`src/rtl/serial_pkg.sv`:
```
// rtl/serial_pkg.sv - shared types and constants for the byte-serial transmitter
package serial_pkg;

  typedef enum logic [2:0] {
    ST_IDLE   = 3'd0,
    ST_START  = 3'd1,
    ST_DATA   = 3'd2,
    ST_PARITY = 3'd3,
    ST_STOP   = 3'd4
  } tx_state_e;

  localparam int PAR_NONE = 0;
  localparam int PAR_ODD  = 1;
  localparam int PAR_EVEN = 2;

  localparam int DEFAULT_CLKS_PER_BIT = 5208;

endpackage

```
`src/rtl/serial_tx_baud_gen.sv`:
```
// rtl/serial_tx_baud_gen.sv - bit-period counter with a one-cycle end-of-bit pulse
module baud_gen
  import serial_pkg::*;
#(
  parameter int CLKS_PER_BIT = DEFAULT_CLKS_PER_BIT
) (
  input  logic clk,
  input  logic rst,
  input  logic clear,
  output logic bit_end
);

  localparam int CW = $clog2(CLKS_PER_BIT);
  localparam logic [CW-1:0] LAST = CW'(CLKS_PER_BIT - 1);

  logic [CW-1:0] cnt_q;
  logic [CW-1:0] cnt_d;

  assign bit_end = !clear && (cnt_q == LAST);

  // Wrapping at LAST doubles as the per-bit restart, so every period is exact.
  always_comb begin
    cnt_d = cnt_q + CW'(1);
    if (clear || bit_end) begin
      cnt_d = '0;
    end
  end

  always_ff @(posedge clk or posedge rst) begin
    if (rst) begin
      cnt_q <= '0;
    end else begin
      cnt_q <= cnt_d;
    end
  end

endmodule

```
`src/rtl/serial_tx.sv`:
```
// rtl/serial_tx.sv - byte-serial async transmitter, 8 data bits LSB first,
// optional parity and one or two stop bits, registered tx/status
module serial_tx
  import serial_pkg::*;
#(
  parameter int CLKS_PER_BIT = DEFAULT_CLKS_PER_BIT,
  parameter int PARITY       = PAR_NONE,
  parameter int STOP_BITS    = 1
) (
  input  logic       sysclk,
  input  logic       rst,
  input  logic [7:0] data,
  input  logic       start,
  output logic       tx,
  output logic       status
);

  tx_state_e  state_q, state_d;
  logic [7:0] shift_q, shift_d;
  logic [2:0] bit_idx_q, bit_idx_d;
  logic       stop_idx_q, stop_idx_d;
  logic       par_q, par_d;
  logic       tx_q, tx_d;
  logic       status_q, status_d;
  logic       bit_end;

  baud_gen #(
    .CLKS_PER_BIT(CLKS_PER_BIT)
  ) u_baud (
    .clk    (sysclk),
    .rst    (rst),
    .clear  (state_q == ST_IDLE),
    .bit_end(bit_end)
  );

  always_ff @(posedge sysclk or posedge rst) begin
    if (rst) begin
      state_q    <= ST_IDLE;
      shift_q    <= '0;
      bit_idx_q  <= '0;
      stop_idx_q <= 1'b0;
      par_q      <= 1'b0;
      tx_q       <= 1'b1;
      status_q   <= 1'b1;
    end else begin
      state_q    <= state_d;
      shift_q    <= shift_d;
      bit_idx_q  <= bit_idx_d;
      stop_idx_q <= stop_idx_d;
      par_q      <= par_d;
      tx_q       <= tx_d;
      status_q   <= status_d;
    end
  end

  always_comb begin
    state_d    = state_q;
    shift_d    = shift_q;
    bit_idx_d  = bit_idx_q;
    stop_idx_d = stop_idx_q;
    par_d      = par_q;
    unique case (state_q)
      ST_IDLE: begin
        if (start) begin
          state_d   = ST_START;
          shift_d   = data;
          bit_idx_d = '0;
          // Parity is fixed at accept because the shift register is consumed.
          par_d     = (^data) ^ (PARITY == PAR_ODD);
        end
      end
      ST_START: begin
        if (bit_end) begin
          state_d = ST_DATA;
        end
      end
      ST_DATA: begin
        if (bit_end) begin
          shift_d   = {1'b0, shift_q[7:1]};
          bit_idx_d = bit_idx_q + 3'd1;
          if (bit_idx_q == 3'd7) begin
            state_d    = (PARITY != PAR_NONE) ? ST_PARITY : ST_STOP;
            stop_idx_d = 1'b0;
          end
        end
      end
      ST_PARITY: begin
        if (bit_end) begin
          state_d    = ST_STOP;
          stop_idx_d = 1'b0;
        end
      end
      ST_STOP: begin
        if (bit_end) begin
          if (stop_idx_q == 1'(STOP_BITS - 1)) begin
            state_d = ST_IDLE;
          end else begin
            stop_idx_d = 1'b1;
          end
        end
      end
      default: state_d = ST_IDLE;
    endcase
  end

  // Outputs are decoded from the next state so they change on the same edge.
  always_comb begin
    tx_d     = 1'b1;
    status_d = (state_d == ST_IDLE);
    unique case (state_d)
      ST_START:  tx_d = 1'b0;
      ST_DATA:   tx_d = shift_d[0];
      ST_PARITY: tx_d = par_d;
      default:   tx_d = 1'b1;
    endcase
  end

  assign tx     = tx_q;
  assign status = status_q;

endmodule

```
`config.mk`:
```
export PLATFORM = sky130hd
export DESIGN_NAME = serial_tx
export DESIGN_NICKNAME = d
export VERILOG_FILES = /design/src/rtl/serial_pkg.sv /design/src/rtl/serial_tx_baud_gen.sv /design/src/rtl/serial_tx.sv
export SDC_FILE = /design/constraint.sdc
export NUM_CORES = 1
export LEC_CHECK = 0
export ABC_AREA = 1
export BUFFER_PORTS_ARGS = -buffer_cell sky130_fd_sc_hd__buf_2
export CORE_ASPECT_RATIO = 2
export CORE_MARGIN = 4
export CORE_UTILIZATION = 52
export CTS_CLUSTER_DIAMETER = 200
export CTS_CLUSTER_SIZE = 28
export DETAILED_ROUTE_END_ITERATION = 7
export PLACE_DENSITY = 0.7
export SYNTH_ARGS = -nofsm -noshare
export SYNTH_HDL_FRONTEND = slang
export SYNTH_SLANG_ARGS = --single-unit
```
`constraint.sdc`:
```
create_clock -name sysclk -period 2.7 [get_ports sysclk]
set_input_delay 0.27 -clock sysclk [delete_from_list [all_inputs] [get_ports sysclk]]
set_output_delay 0.27 -clock sysclk [all_outputs]
set_load 0.05 [all_outputs]
```
==> results of run 1 <==
## worst max-delay path, cell delays in order, from the launching register on
cell and delay (ns):
dfrtp_1 0.37, ha_1 0.20, nand2_1 0.10, inv_1 0.10
nand2_1 0.09, nor2_4 0.18, nand3_4 0.21, nand2_4 0.18
o221ai_1 0.12
## per-stage QoR
step                      power [mW]  worst slack (ns)
after global routing            1.35             0.871
after floorplan                0.823              1.27
after global placement         0.898              1.06
final                           1.27              1.02
after CTS                       1.28              1.02
after detailed placement       0.906              1.03
## metal layers
layer | part of all wire | wire, um
met5 | 0 | 0
met4 | 0.037 | 143
met3 | 0.022 | 85
met2 | 0.58 | 2230
met1 | 0.36 | 1360
## flip-flops by register name, indices dropped and copies added (netlist names)
signal        cells
bit_idx_q         3
par_q             1
shift_q           8
state_q           3
status            1
tx                1
u_baud.cnt_q     13
## power breakdown
| part | switching (mW) | internal [mW] | total [mW] |
|---|---|---|---|
| logic | 0.185 | 0.114 | 0.299 |
| registers | 0.0590 | 0.537 | 0.596 |
| clock network | 0.174 | 0.204 | 0.378 |
| total | 0.418 | 0.855 | 1.27 |
## layout by cell type (no fill, tap or decap), types with 5 or more instances in the layout
cell type and instances:
a21oi_1 7, buf_2 12, clkbuf_8 6, dfrtp_1 28, inv_1 43, nand2_1 71
nand3_1 13, nand4_1 5, nor2_1 27, nor3_1 6, o221ai_2 5
## final cells by class
type                            instances  area share
Inverter                               47      0.0875
Sequential cell                        30       0.373
Timing Repair Buffer                   13      0.0335
Clock buffer                            6      0.0409
Clock inverter                          2     0.00620
Tap cell                               32      0.0199
Multi-Input combinational cell        168       0.439
## worst min-delay path by stage
stage	startpoint	end
floorplan	rst	bit_idx_q[0]
global placement	rst	u_baud.cnt_q[11]
detailed placement	rst	shift_q[6]
CTS	rst	shift_q[6]
global route	rst	shift_q[6]
finish	rst	shift_q[6]
## Yosys cell counts, drive strengths merged (2+ instances only)
library cell	instances
nor4	2
nand2	74
dfrtp	28
nor3	7
ha	3
nand4	5
nand3	18
dfstp	2
nor2	33
a21oi	8
o221ai	6
o21ai	6
inv	47
## logic make-up (layout without fill, tap and decap cells)
family / count (synthesis) / after routing / synth area share
AOI/OAI and AO/OA: 24 / 24 / 0.102
xor gates and xnor gates: 1 / 1 / 0.00480
adders and majority gates: 3 / 3 / 0.0206
buffers and inverters: 48 / 68 / 0.103
DFF: 30 / 30 / 0.413
and+or+nand+nor: 140 / 140 / 0.357
==> results.yml, run 1 <==
sta:
  clock_skew_ns: 0.00689
  fin_crit_sh: 0.621
  max_freq_mhz: 596
  min_period_ns: 1.68
  rsz0062_at_grt: "no"
  worst_pin_slew_ns: 0.439
  slew_violations: 0
  hold_violations: 0
  tns_ns: 0
  setup_viol_count_final: 0
  maxSlewHeadroom: 0.705
  hold_slack_ns: 0.0365
die:
  dieArea_sq_mm: 0.00458
  die_y_um: 91.8
  coreArea_sq_mm: 0.00338
  chipWidth_um: 49.9
  io_pins: 13
  start_util: 0.540
  rows: 30
layout:
  ff_latch_area_sq_um: 753
  num_antenna_cells: 0
  nFillCells: 323
  stdcell_area_sq_mm: 0.00202
  drive_gt1_frac: 0.184
  final_core_util: 0.597
  area_delta_synth_final_pct: 10.5
  multi_input_area_sq_um: 885
  stdcell_count: 298
  final_nets: 279
global_route:
  use_met3: 0.0309
  grt_pass1_vias: 1655
  antenna_found_initial: 0
  globalRouteOverflowTotal: 0
  grt_max_degree: 31
  busiest_layer: "met2"
  use_met1: 0.175
  grt_usage: 0.195
  grt_use_met2: 0.384
  grt_pass1_wl_um: 6840
synthesis:
  syn_avg_cell_area_sq_um: 7.42
  yosys.area.top_type: "dfrtp_1"
  synth_edf_count: 0
  ys_warn_count: 0
  synthArstFlopShare: 1.00
  yosysTopAreaCellShare: 0.384
  ys_types: 31
  syn_area_sq_mm: 0.00183
  syn_inst: 246
  synth_nets: 260
  synth-seq-cells: 30
  yosysSeqAreaShare: 0.413
  synthTopCellsByArea: "dfrtp_1 38%, nand2_1 15%, inv_1 8.8%"
  synth_ff_type: "dfrtp_1"
pwr:
  leakage_nw: 1.05
  p_per_area_mw_per_mm2: 631
  peakVddDrop_v: 0.000373
route:
  dr.pass1.iters: 4
  routed_wl_um: 3820
  drc: 0
  via_per_inst: 5.36
  first_iter_violations: 40
  num_vias: 1596
  ant_nets: 0
  wl_per_cell_um: 12.8
worst_setup_path:
  worst-path-max-fanout: 13
  rrSetupSlack_ns: 1.02
  cp-endpoint: "shift_q[6]"
  path_class: "register to register"
  cp-start-kind: "register"
  r2r-start: "u_baud.cnt_q[0]"
  crit_path_end_kind: "register"
  required_ns: 2.86
  r2r_cells: 8
  reg2reg_to: "shift_q[6]"
  arrival_ns: 1.83
  crit_start: "u_baud.cnt_q[0]"
clock_network:
  cts.sinks: 30
  h-tree-depth: 2
  clock_path_buffers: 2
  cts_tree: "yes"
  insertion_delay_ns: 0.29
  clk_transition_reported_paths_ns: 0.07
  cts-root-buf: "clkbuf_8"
  post_cts_buffers: 0
  numCtsBuffers: 5
  cts_resized: 0
  postCtsHoldBufs: 0
placed_design:
  dp.cells: 290
  gp_congestion: 0.828
  port_buffers: 12
  hpwlAfterDp_um: 2990
  dpl_cell_area_sq_mm: 0.00192
job:
  maxCapViolations: 0
min_path:
  hold_class: "input pin to async pin"
run_status:
  outcome: "finished, final reports clean"
Power figures use the tool's default switching activity.
==> inputs of run 2 (changes only) <==
PLACE_DENSITY = 0.73   (was 0.7)
clock period = 1.5 ns   (was 2.7 ns; I/O delays follow)
==> run 2 against run 1 <==
Effect of this change:
- critical endpoint is now tx
- global-route usage rose by 1.0 points
- total power rose by 90%
- sequential cell count did not move
- final cell count rose by 8.1%
- final area rose by 14%
==> results.yml, run 2 (synthesis gave the netlist of run 1 again) <==
worst_setup_path:
  reg2reg_to: "tx"
  cp-endpoint: "tx"
  crit_path_end_kind: "register"
  path_class: "register to register"
  arrival_ns: 1.68
  r2r_cells: 10
  worstPathCellList: "ha_2 -> nand2_2 -> inv_2 -> nand2_2 -> nor2_4 -> nand3_4 -> nand3_1 -> nand3_2 -> nand2_1 -> nand3_1"
  required_ns: 1.71
  slowest_delay_ns: 0.35
  crit_start: "u_baud.cnt_q[1]"
  r2r-start: "u_baud.cnt_q[1]"
  cp-start-kind: "register"
  critPathSlowestCell: "dfrtp_1"
  rrSetupSlack_ns: 0.03
  worst-path-max-fanout: 6
global_route:
  grt_max_degree: 31
  antenna_found_initial: 0
  globalRouteOverflowTotal: 0
  grt_pass1_wl_um: 7150
  grt_usage: 0.205
  grt_pass1_vias: 1720
sta:
  max_freq_mhz: 678
  slew_violations: 0
  clock_skew_ns: 0.00355
  hold_violations: 0
  fin_crit_sh: 0.983
  hold_slack_ns: 0.120
  rsz0062_at_grt: "yes"
  maxSlewHeadroom: 0.691
  worst_pin_slew_ns: 0.460
  setup_viol_count_final: 0
  min_period_ns: 1.47
layout:
  largest_register_ffs: 13
  nFillCells: 299
  num_antenna_cells: 0
  final_cell_mix: "66 x nand2_1, 40 x inv_1, 27 x dfrtp_1, 23 x nor2_1, 19 x buf_4"
  regMostFlops: "u_baud.cnt_q"
  stdcell_area_sq_mm: 0.00230
  drive_gt1_frac: 0.307
  reg_top3: "u_baud.cnt_q x13, shift_q x8"
  area_delta_synth_final_pct: 26.0
  final_common_cell: "nand2_1"
  ff_latch_area_sq_um: 754
  multi_input_area_sq_um: 966
  final_nets: 303
die:
  chipWidth_um: 49.9
  rows: 30
  io_pins: 13
  coreArea_sq_mm: 0.00338
  dieArea_sq_mm: 0.00458
  die_y_um: 91.8
  start_util: 0.540
route:
  routed_wl_um: 4080
  via_per_inst: 5.13
  drc: 0
  ant_nets: 0
  first_iter_violations: 21
  wl_per_cell_um: 12.7
  num_vias: 1651
  dr.pass1.iters: 4
clock_network:
  clock_path_buffers: 2
  cts_tree: "yes"
  cts.sinks: 30
  numCtsBuffers: 5
  insertion_delay_ns: 0.28
  cts-root-buf: "clkbuf_8"
  clk_transition_reported_paths_ns: 0.06
  h-tree-depth: 2
pwr:
  p_per_area_mw_per_mm2: 1050
  peakVddDrop_v: 0.000822
  leakage_nw: 1.18
placed_design:
  gp_congestion: 0.836
  port_buffers: 12
  dpl_cell_area_sq_mm: 0.00204
  hpwlAfterDp_um: 3070
run_status:
  outcome: "finished, final reports clean"
job:
  maxCapViolations: 0
min_path:
  hold_class: "input pin to register"
[run 2: changes by cell type in the layout (fill, tap and decap cells not counted), sizes merged]
cell         delta
buf            +22
dlygate4sd3     +1
nand3           +1
[run 2: how the worst min path moves through the flow]
stage                     startpoint          endpoint  slack, ns  depth (start not counted)
final                        data[4]        shift_q[4]       0.12                          3
after global routing         data[4]        shift_q[4]       0.13                          3
after CTS                    data[4]        shift_q[4]       0.12                          3
after detailed placement         rst        shift_q[5]       0.24                          3
after global placement           rst  u_baud.cnt_q[10]       0.24                          3
after floorplan                  rst      bit_idx_q[0]       0.24                          1
[run 2: timing repair]
| item | 4_1_cts | 5_1_grt |
|---|---|---|
| hold endpoints to repair | 28 | 0 |
| setup endpoints to repair | 11 | 24 |
| gates cloned | 1 | 0 |
| gates resized for setup | 6 | 24 |
| hold buffers | 1 | 0 |
| pin swaps | 4 | 5 |
| buffers inserted | 5 | 1 |
[run 2: area by class of cell]
cell class / count / share of cell area
well taps: 32 / 0.0174
clock buffers: 6 / 0.0359
clock inverters: 2 / 0.00544
inverters: 47 / 0.0778
flip-flops and latches: 30 / 0.328
repair buffers: 36 / 0.116
multi-input cells: 169 / 0.420
[run 2: worst max-delay path, delay by kind of cell (launching register included)]
family	cells	cell delay [ns]
flip-flops	1	0.35
buffers and inverters	1	0.07
adder cells (fa/ha/maj)	1	0.19
AND/OR/NAND/NOR	8	0.79
[run 2: per-stage QoR]
step / worst slack [ns] / std cells / power [mW] / util / setup TNS [ns]
final: 0.0253 / 322 / 2.41 / 0.681 / 0
after global routing: -0.110 / 322 / 2.58 / 0.681 / -1.02
after CTS: 0.00847 / 321 / 2.39 / 0.661 / 0
after detailed placement: -0.0236 / 306 / 1.70 / 0.604 / -0.0847
after global placement: 0.0156 / 306 / 1.69 / 0.604 / 0
after floorplan: 0.0659 / 246 / 1.48 / - / 0
[run 2: layer usage]
layer / track usage / up-vias / part of all wire
met5: 0 / - / 0
met4: 0.0901 / 0 / 0.022
met3: 0.0341 / 8 / 0.019
met2: 0.426 / 21 / 0.61
met1: 0.175 / 761 / 0.35
li1: - / 861 / -
[run 2: where the power goes]
| part | internal (mW) | switching [mW] | total (mW) |
|---|---|---|---|
| logic | 0.292 | 0.385 | 0.677 |
| clock network | 0.368 | 0.312 | 0.680 |
| registers | 0.966 | 0.0913 | 1.06 |
